**src/rtl/mips_pkg.sv**
```systemverilog
// Shared encodings for the MIPS hazard unit: forwarding-select values and
// post-decode stage indices.
package mips_pkg;

  localparam int unsigned FWD_W   = 3;
  localparam int unsigned STG_EX  = 0;
  localparam int unsigned STG_MEM = 1;
  localparam int unsigned STG_WB  = 2;

  // Forwarding source: register file, or stage k reported as k+1.
  typedef enum logic [FWD_W-1:0] {
    FWD_RF  = 3'd0,
    FWD_EX  = 3'd1,
    FWD_MEM = 3'd2,
    FWD_WB  = 3'd3,
    FWD_S3  = 3'd4,
    FWD_S4  = 3'd5,
    FWD_S5  = 3'd6
  } fwd_sel_e;

  function automatic logic [FWD_W-1:0] fwd_of_stage(input int k);
    return FWD_W'(k + 1);
  endfunction

endpackage

```
**src/rtl/hazard_sb_entry_pipe.sv**
```systemverilog
// Shift register of in-flight destination entries {valid, dst, is_load};
// entry 0 is EX, older entries move one stage per clock and fall off the end.
module hazard_sb_entry_pipe #(
  parameter int unsigned NSTAGE = 3,
  parameter int unsigned REG_AW = 5
) (
  input  logic                          clock,
  input  logic                          reset_n,
  input  logic                          load_valid,
  input  logic [REG_AW-1:0]             load_dst,
  input  logic                          load_is_load,
  output logic [NSTAGE-1:0]             ent_valid,
  output logic [NSTAGE-1:0][REG_AW-1:0] ent_dst,
  output logic [NSTAGE-1:0]             ent_is_load
);

  always_ff @(posedge clock or negedge reset_n) begin
    if (!reset_n) begin
      ent_valid   <= '0;
      ent_dst     <= '0;
      ent_is_load <= '0;
    end else begin
      ent_valid   <= {ent_valid[NSTAGE-2:0], load_valid};
      ent_dst     <= {ent_dst[NSTAGE-2:0], load_dst};
      ent_is_load <= {ent_is_load[NSTAGE-2:0], load_is_load};
    end
  end

endmodule

```
**src/rtl/mips_hazard_unit.sv**
```systemverilog
// Decode-stage hazard unit: youngest-producer forwarding selects, load-use
// stall generation, flush handling and saturating stall/flush statistics.
module mips_hazard_unit
  import mips_pkg::*;
#(
  parameter int unsigned REG_AW = 5,
  parameter int unsigned NSTAGE = 3,
  parameter int unsigned CNT_W  = 16
) (
  input  logic              clock,
  input  logic              reset_n,
  input  logic              id_valid,
  output logic              id_ready,
  input  logic [REG_AW-1:0] id_rs,
  input  logic [REG_AW-1:0] id_rt,
  input  logic              id_use_rs,
  input  logic              id_use_rt,
  input  logic              id_wr_en,
  input  logic [REG_AW-1:0] id_rd,
  input  logic              id_is_load,
  input  logic              flush,
  output logic [FWD_W-1:0]  fwd_rs,
  output logic [FWD_W-1:0]  fwd_rt,
  output logic [CNT_W-1:0]  stall_cnt,
  output logic [CNT_W-1:0]  flush_cnt
);

  localparam logic [CNT_W-1:0] CNT_MAX = {CNT_W{1'b1}};

  logic [NSTAGE-1:0]             ent_valid;
  logic [NSTAGE-1:0][REG_AW-1:0] ent_dst;
  logic [NSTAGE-1:0]             ent_is_load;
  logic [NSTAGE-1:0]             match_rs;
  logic [NSTAGE-1:0]             match_rt;
  logic                          hazard;
  logic                          accept;
  logic                          load_valid;
  logic                          load_is_load;
  logic                          stall_evt;

  hazard_sb_entry_pipe #(
    .NSTAGE (NSTAGE),
    .REG_AW (REG_AW)
  ) u_pipe (
    .clock        (clock),
    .reset_n      (reset_n),
    .load_valid   (load_valid),
    .load_dst     (id_rd),
    .load_is_load (load_is_load),
    .ent_valid    (ent_valid),
    .ent_dst      (ent_dst),
    .ent_is_load  (ent_is_load)
  );

  // Per-stage source matches; $0 never matches since it is never written.
  always_comb begin
    match_rs = '0;
    match_rt = '0;
    for (int k = 0; k < int'(NSTAGE); k++) begin
      match_rs[k] = id_use_rs && (id_rs != '0) && ent_valid[k] && (ent_dst[k] == id_rs);
      match_rt[k] = id_use_rt && (id_rt != '0) && ent_valid[k] && (ent_dst[k] == id_rt);
    end
  end

  // Scan oldest to youngest so the youngest producer overrides.
  always_comb begin
    fwd_rs = FWD_RF;
    fwd_rt = FWD_RF;
    for (int k = int'(NSTAGE) - 1; k >= 0; k--) begin
      if (match_rs[k]) fwd_rs = fwd_of_stage(k);
      if (match_rt[k]) fwd_rt = fwd_of_stage(k);
    end
  end

  // Load data only exists at MEM output, so an EX-stage load consumer waits one cycle.
  assign hazard       = id_valid && ent_is_load[STG_EX] && (match_rs[STG_EX] || match_rt[STG_EX]);
  assign id_ready     = !hazard || flush;
  assign accept       = id_valid && id_ready && !flush;
  assign load_valid   = accept && id_wr_en && (id_rd != '0);
  assign load_is_load = load_valid && id_is_load;
  assign stall_evt    = hazard && !flush;

  always_ff @(posedge clock or negedge reset_n) begin
    if (!reset_n) begin
      stall_cnt <= '0;
      flush_cnt <= '0;
    end else begin
      if (stall_evt && (stall_cnt != CNT_MAX)) stall_cnt <= stall_cnt + CNT_W'(1);
      if (flush && (flush_cnt != CNT_MAX))     flush_cnt <= flush_cnt + CNT_W'(1);
    end
  end

endmodule

```
**config.mk**
```make
export PLATFORM = sky130hd
export DESIGN_NAME = mips_hazard_unit
export DESIGN_NICKNAME = d
export VERILOG_FILES = /design/src/rtl/mips_pkg.sv /design/src/rtl/hazard_sb_entry_pipe.sv /design/src/rtl/mips_hazard_unit.sv
export SDC_FILE = /design/constraint.sdc
export NUM_CORES = 1
export LEC_CHECK = 0
export BUFFER_PORTS_ARGS = -buffer_cell sky130_fd_sc_hd__buf_2
export CORE_ASPECT_RATIO = 1.75
export CORE_MARGIN = 2
export CORE_UTILIZATION = 45
export DETAILED_ROUTE_END_ITERATION = 10
export PLACE_DENSITY = 0.7
export RECOVER_POWER = 50
export SYNTH_ARGS = -nofsm -noshare
export SYNTH_HDL_FRONTEND = slang
export SYNTH_SLANG_ARGS = --single-unit
```
**constraint.sdc**
```tcl
create_clock -name clock -period 1.7 [get_ports clock]
set_input_delay 0 -clock clock [delete_from_list [all_inputs] [get_ports clock]]
set_output_delay 0 -clock clock [all_outputs]
set_load 0.02 [all_outputs]
```
==> results.yml, run 1 <==
power:
  sw_frac_of_total_pct: 28.4
  ir_drop_mv: 0.754
  powerDensity_nw_per_um2: 831
  power.internal_mw: 2.18
  power_switching_mw: 0.864
  pwr-share-comb_pct: 21.2
  p_leak_nw: 1.79
  clockPowerShare_pct: 32.6
  p_seq_share_pct: 46.2
floorplan:
  die_h_um: 102
  rows: 35
  ioPinCount: 62
  initial_utilization_pct: 46.8
  die_w_um: 60.1
  dieArea_sq_um: 6140
  core_area_sq_um: 5300
synthesis:
  yosys_register_bits: 51
  yosys.area_share.simple_pct: 20.7
  synthDistinctLibCells: 32
  synth-xor-area-share_pct: 20.5
  netlist_area_sq_um: 2480
  synth-adder-area-share_pct: 1.01
  syn_area_per_cell_sq_um: 11.9
  seq_area_frac_synth_pct: 51.5
  syn_inst: 209
  ys_warn_count: 0
  synth_mux_area_share_pct: 1.36
  synth_compound_area_share_pct: 3.28
  synth_top_family_by_area: "simple AND/OR/NAND/NOR gates"
worst_setup_path:
  reg2reg_depth: 9
  worstPathArrival_ns: 2.31
  cp.required_ns: 1.89
  setup.worst_path.end: "stall_cnt[10]$_DFFE_PN0P_"
  worstReg2RegStart: "u_pipe.ent_dst[2]$_DFF_PN0_"
  crit_type: "reg -> reg"
  cp-start-kind: "flop"
  rrSetupSlack_ns: -0.42
  cp_max_fo: 8
  critPathLaunch: "u_pipe.ent_dst[2]$_DFF_PN0_"
  endpoint_kind: "flop"
  r2r_end: "stall_cnt[10]$_DFFE_PN0P_"
layout:
  final_cells: 410
  layout-drive-gt1-share_pct: 42.6
  final_cell_mix: "50 x buf_2, 47 x dfrtp_1, 41 x buf_4"
  area_growth_pct: 47.8
  final_nets: 360
  final_common_cell: "buf_2"
  num_antenna_cells: 0
sta:
  fin_ws_ns: -0.418
  finalHoldViolCount: 0
  finalSetupTns_ns: -7.61
  worst_pin_slew_ns: 1.38
  relSlewSlack_pct: 7.98
  drv_slew: 0
  setup_viol: 23
  fmax_mhz: 472
  rsz0062_at_grt: "yes"
  period_needed_ns: 2.12
  fin_crit_sh_pct: 125
  skew_ns: 0.00646
route:
  via_per_inst: 4.99
  routed_wl_um: 6150
  drtIter0Drc: 26
  vias: 2047
  ant_nets: 0
  wl_per_cell_um: 15.0
  remaining_drc_errors: 0
  drtPass1Iterations: 4
clock_tree:
  h-tree-depth: 2
  clockBufferDepth: 2
  path_clk_slew_ns: 0.10
  cts-root-buf: "clkbuf_8"
  numCtsBuffers: 5
  cts.sinks: 51
  cts_tree: "yes"
  clock_latency_ns: 0.30
placed_design:
  hpwl_um: 4290
  gp_congestion: 0.819
  pre_cts_ws_ns: -0.291
  port_buffers: 59
  placed_cells: 382
grt:
  overflow: 0
  grt_max_degree: 25
  antenna_found_initial: 0
  grt_first_pass_wirelength_um: 9630
  grt_pass1_vias: 2091
  grt_usage_pct: 21.0
run:
  maxCapViolations: 0
status:
  run_status: "finished with violations"
  violations: "negative setup slack"
worst_hold_path:
  hp-class: "in -> reg"
-- area by class of cell --
class | count | area (sq um)
inverters | 3 | 11.3
multi-input cells | 153 | 1290
well taps | 74 | 92.6
clock buffers | 5 | 68.8
clock inverters | 3 | 67.6
fillers | 417 | 1630
flip-flops and latches | 51 | 1280
repair buffers | 121 | 858
-- sequential cells by signal, indices dropped and copies added, names as in the netlist --
signal              cells
stall_cnt              16
flush_cnt              16
u_pipe.ent_dst         15
u_pipe.ent_valid        3
u_pipe.ent_is_load      1
-- how the worst min path moves through the flow --
stage	startpoint	to	slack, ns	cells after the start
finish	id_rd[0]	u_pipe.ent_dst[0]$_DFF_PN0_	0.36	2
floorplan	reset_n	flush_cnt[0]$_DFFE_PN0P_	-0.30	0
global placement	reset_n	stall_cnt[6]$_DFFE_PN0P_	0.02	1
detailed placement	reset_n	stall_cnt[6]$_DFFE_PN0P_	0.02	1
global route	id_rd[4]	u_pipe.ent_dst[4]$_DFF_PN0_	0.35	2
CTS	reset_n	stall_cnt[6]$_DFFE_PN0P_	0.21	2
-- cell usage after synthesis --
library cell / n / share of area [%]
o21ai_0: 1 / 0.20
nor2_1: 8 / 1.2
nor4b_2: 1 / 0.61
mux2_1: 2 / 0.91
o21ai_2: 2 / 0.71
o21a_1: 2 / 0.61
nand4b_4: 2 / 1.9
and4_1: 2 / 0.71
nor3b_1: 1 / 0.30
ha_1: 2 / 1.0
nand4_1: 14 / 3.5
or4_1: 3 / 0.91
xor2_1: 23 / 8.1
nor4_1: 4 / 1.0
a211oi_4: 1 / 0.81
nor3_1: 7 / 1.4
and3_1: 8 / 2.0
nor4_4: 2 / 1.7
and2_1: 3 / 0.76
inv_1: 3 / 0.45
dfrtp_1: 51 / 51
a21oi_2: 1 / 0.35
nand3_1: 10 / 2.0
nand3b_1: 2 / 0.61
buf_4: 2 / 0.61
nand2b_1: 2 / 0.50
o31ai_1: 2 / 0.61
nand2_1: 10 / 1.5
mux2_2: 1 / 0.45
xnor2_1: 35 / 12
buf_6: 1 / 0.45
conb_1: 1 / 0.15
-- cells by family after synthesis --
family	Yosys count
mux	3
flops	51
simple gates	79
fa+ha+maj	2
xor+xnor	58
compound gates	9
buf+inv	6
other cells	1
-- stage by stage --
stage	area (sq um)	util, %	hold slack [ns]	total power [mW]
3_3_place_gp	3190	60.2	0.0159	2.01
5_1_grt	3670	69.2	0.354	3.16
6_report	3670	69.2	0.356	3.05
3_5_place_dp	3190	60.2	0.0166	2.03
2_1_floorplan	2500	-	-0.296	1.75
4_1_cts	3580	67.6	0.214	3.07
-- critical path, cell delays in order (launching register included) --
cell and delay, ns:
dfrtp_1 0.42, buf_6 0.14, xor2_4 0.16, nor4_4 0.34, nand4b_4 0.16, a211oi_4 0.29
buf_12 0.16, buf_8 0.11, nand3_2 0.08, xnor2_2 0.14
-- metal layers --
metal	global-route usage [%]	wire length, um
met3	3.42	203
met2	39.0	3530
met4	7.35	120
met5	0	0
met1	23.4	2290
-- power groups by stage --
stage / Sequential [mW] / Clock (mW) / Combinational, mW
6_report: 1.41 / 0.994 / 0.645
5_1_grt: 1.42 / 1.05 / 0.695
4_1_cts: 1.41 / 1.02 / 0.642
3_5_place_dp: 1.43 / 0 / 0.605
3_3_place_gp: 1.43 / 0 / 0.588
2_1_floorplan: 1.54 / 0 / 0.209
-- timing repair --
action,4_1_cts,5_1_grt
gates resized for setup,24,17
buffers inserted,7,4
gates cloned,0,0
hold buffers,10,0
pin swaps,15,14
setup endpoints to repair,23,26
endpoints found under the hold margin,29,0
Power figures use the tool's default switching activity.
==> run 2: changes to the inputs <==
Settings changed: PLACE_DENSITY 0.7 to 0.67, TNS_END_PERCENT set to 30.
Clock period 1.7 ns to 2.05 ns, I/O delays scaled along.
==> run 2 against run 1 <==
Compared with the run above:
- the flow now finishes without violations
- non-clock buffer count is 46 lower
- combinational power fell by 38%
- via count is 10% lower
- largest power group unchanged
==> results.yml, run 2 (synthesis results as in run 1) <==
placed_design:
  port_buffers: 59
  postPlaceCellArea_sq_um: 2910
  placed_cells: 347
  gp_congestion: 0.817
  hpwl_um: 3930
worst_setup_path:
  worstPathArrival_ns: 2.17
  endpoint_kind: "flop"
  slowest_delay_ns: 0.41
  path_cells: "xor2_1 -> nor4_4 -> nand4b_4 -> a211oi_4 -> buf_12 -> mux2_1"
  cp_max_fo: 13
  cp-start-kind: "flop"
  crit_slowest_cell: "dfrtp_1"
  cp.required_ns: 2.24
  crit_type: "reg -> reg"
route:
  routed_wl_um: 5200
  m1WireLength_um: 2070
  drtPass1Iterations: 4
  met3_length_um: 187
  remaining_drc_errors: 0
  ant_nets: 0
  drtIter0Drc: 30
  vias: 1838
  wl_per_cell_um: 14.3
  via_per_inst: 5.06
  top_layer: "met4"
  wl_met2_um: 2790
run:
  maxCapViolations: 0
clock_tree:
  cts_tree: "yes"
  cts.sinks: 51
  cts-root-buf: "clkbuf_8"
  clock_latency_ns: 0.30
  h-tree-depth: 2
  numCtsBuffers: 5
  path_clk_slew_ns: 0.09
  post_cts_buffers: 0
  clockBufferDepth: 2
power:
  ir_drop_mv: 0.636
  p_leak_nw: 1.38
  p_total_mw: 2.25
  powerDensity_nw_per_um2: 736
floorplan:
  die_w_um: 60.1
  core_area_sq_um: 5300
  dieArea_sq_um: 6140
  ioPinCount: 62
  initial_utilization_pct: 46.8
  rows: 35
  die_h_um: 102
grt:
  grt_first_pass_wirelength_um: 8540
  grt_pass1_vias: 1853
  grt_usage_pct: 18.7
  grt_max_degree: 40
  antenna_found_initial: 0
  overflow: 0
sta:
  fin_crit_sh_pct: 96.9
  setup_viol: 0
  relSlewSlack_pct: 37.1
  drv_slew: 0
  holdWs_ns: 0.0481
  skew_ns: 0.00871
  finalHoldViolCount: 0
  worst_pin_slew_ns: 0.944
  fmax_mhz: 503
  rsz0062_at_grt: "yes"
  period_needed_ns: 1.99
worst_hold_path:
  hp-class: "in -> reg"
layout:
  final_nets: 314
  num_antenna_cells: 0
  reg_top3: "flush_cnt x16, stall_cnt x16, u_pipe.ent_dst x15"
  final_cells: 363
  area_growth_pct: 23.5
  layout-drive-gt1-share_pct: 15.9
  final_common_cell: "dfrtp_1"
  fin_area_sq_um: 3060
  final_cell_mix: "51 x dfrtp_1, 38 x clkbuf_1, 35 x xnor2_1"
status:
  run_status: "complete, no violations"
## run 2: cell types whose count changed in the layout (fill, tap and decap cells not counted), moves of 2 or more
cell	before	now
nor3_2	2	0
clkbuf_1	5	38
o31ai_1	0	2
nor3_1	5	7
buf_2	50	21
nand3_2	2	0
buf_6	13	0
o31ai_4	2	0
nand3_1	8	10
dfrtp_2	4	0
buf_4	41	6
dfrtp_1	47	51
xor2_2	2	0
xor2_1	20	23
## run 2: per-stage QoR
step	TNS, ns	setup slack [ns]	util [%]
after floorplan	0	0.125	-
after global placement	0	0.0743	54.9
after detailed placement	0	0.0611	54.9
after CTS	0	0.0476	58.6
after global routing	-0.109	-0.0364	57.8
final	0	0.0633	57.8
## run 2: path summary, 6_finish.rpt
check / startpoint / endpoint / slack [ns] / cells past startpoint
max in group asynchronous: reset_n / stall_cnt[7]$_DFFE_PN0P_ / 0.97 / 3
worst max register to register: u_pipe.ent_dst[1]$_DFF_PN0_ / stall_cnt[1]$_DFFE_PN0P_ / 0.06 / 6
min in group asynchronous: reset_n / u_pipe.ent_dst[11]$_DFF_PN0_ / 0.38 / 2
worst max-delay path: u_pipe.ent_dst[1]$_DFF_PN0_ / stall_cnt[1]$_DFFE_PN0P_ / 0.06 / 6
worst min-delay path: id_wr_en / u_pipe.ent_valid[0]$_DFF_PN0_ / 0.05 / 3
worst min register to register: u_pipe.ent_valid[1]$_DFF_PN0_ / u_pipe.ent_valid[2]$_DFF_PN0_ / 0.40 / 0
## run 2: cell type report
cell class / count / area (sq um)
Fill cell: 487 / 2240
Clock buffer: 6 / 72.6
Multi-Input combinational cell: 153 / 1180
Clock inverter: 1 / 30.0
Tap cell: 74 / 92.6
Inverter: 3 / 11.3
Timing Repair Buffer: 75 / 404
Sequential cell: 51 / 1280
## run 2: what timing repair did
item	4_1_cts	5_1_grt
gates resized for setup	0	1
endpoints found under the hold margin	44	0
setup endpoints to repair	0	6
hold buffers	9	0
## run 2: report_power, final
group	total, mW	switching, mW	internal [mW]
clock	0.666	0.308	0.358
combinational	0.399	0.244	0.155
sequential	1.19	0.0997	1.09
total	2.25	0.652	1.60
## run 2: critical path: cells and delay by family, from the launching register on
family,cells,cell delay [ns]
XOR/XNOR,1,0.19
multiplexers,1,0.31
AO/OA/AOI/OAI,1,0.30
flip-flops,1,0.41
buffers and inverters,1,0.17
AND/OR/NAND/NOR,2,0.50
## run 2: per-layer routing
metal / up-vias / GRT usage [%]
met5: - / 0
met4: 0 / 7.69
met3: 12 / 3.29
met2: 53 / 32.9
met1: 885 / 21.6
li1: 888 / -
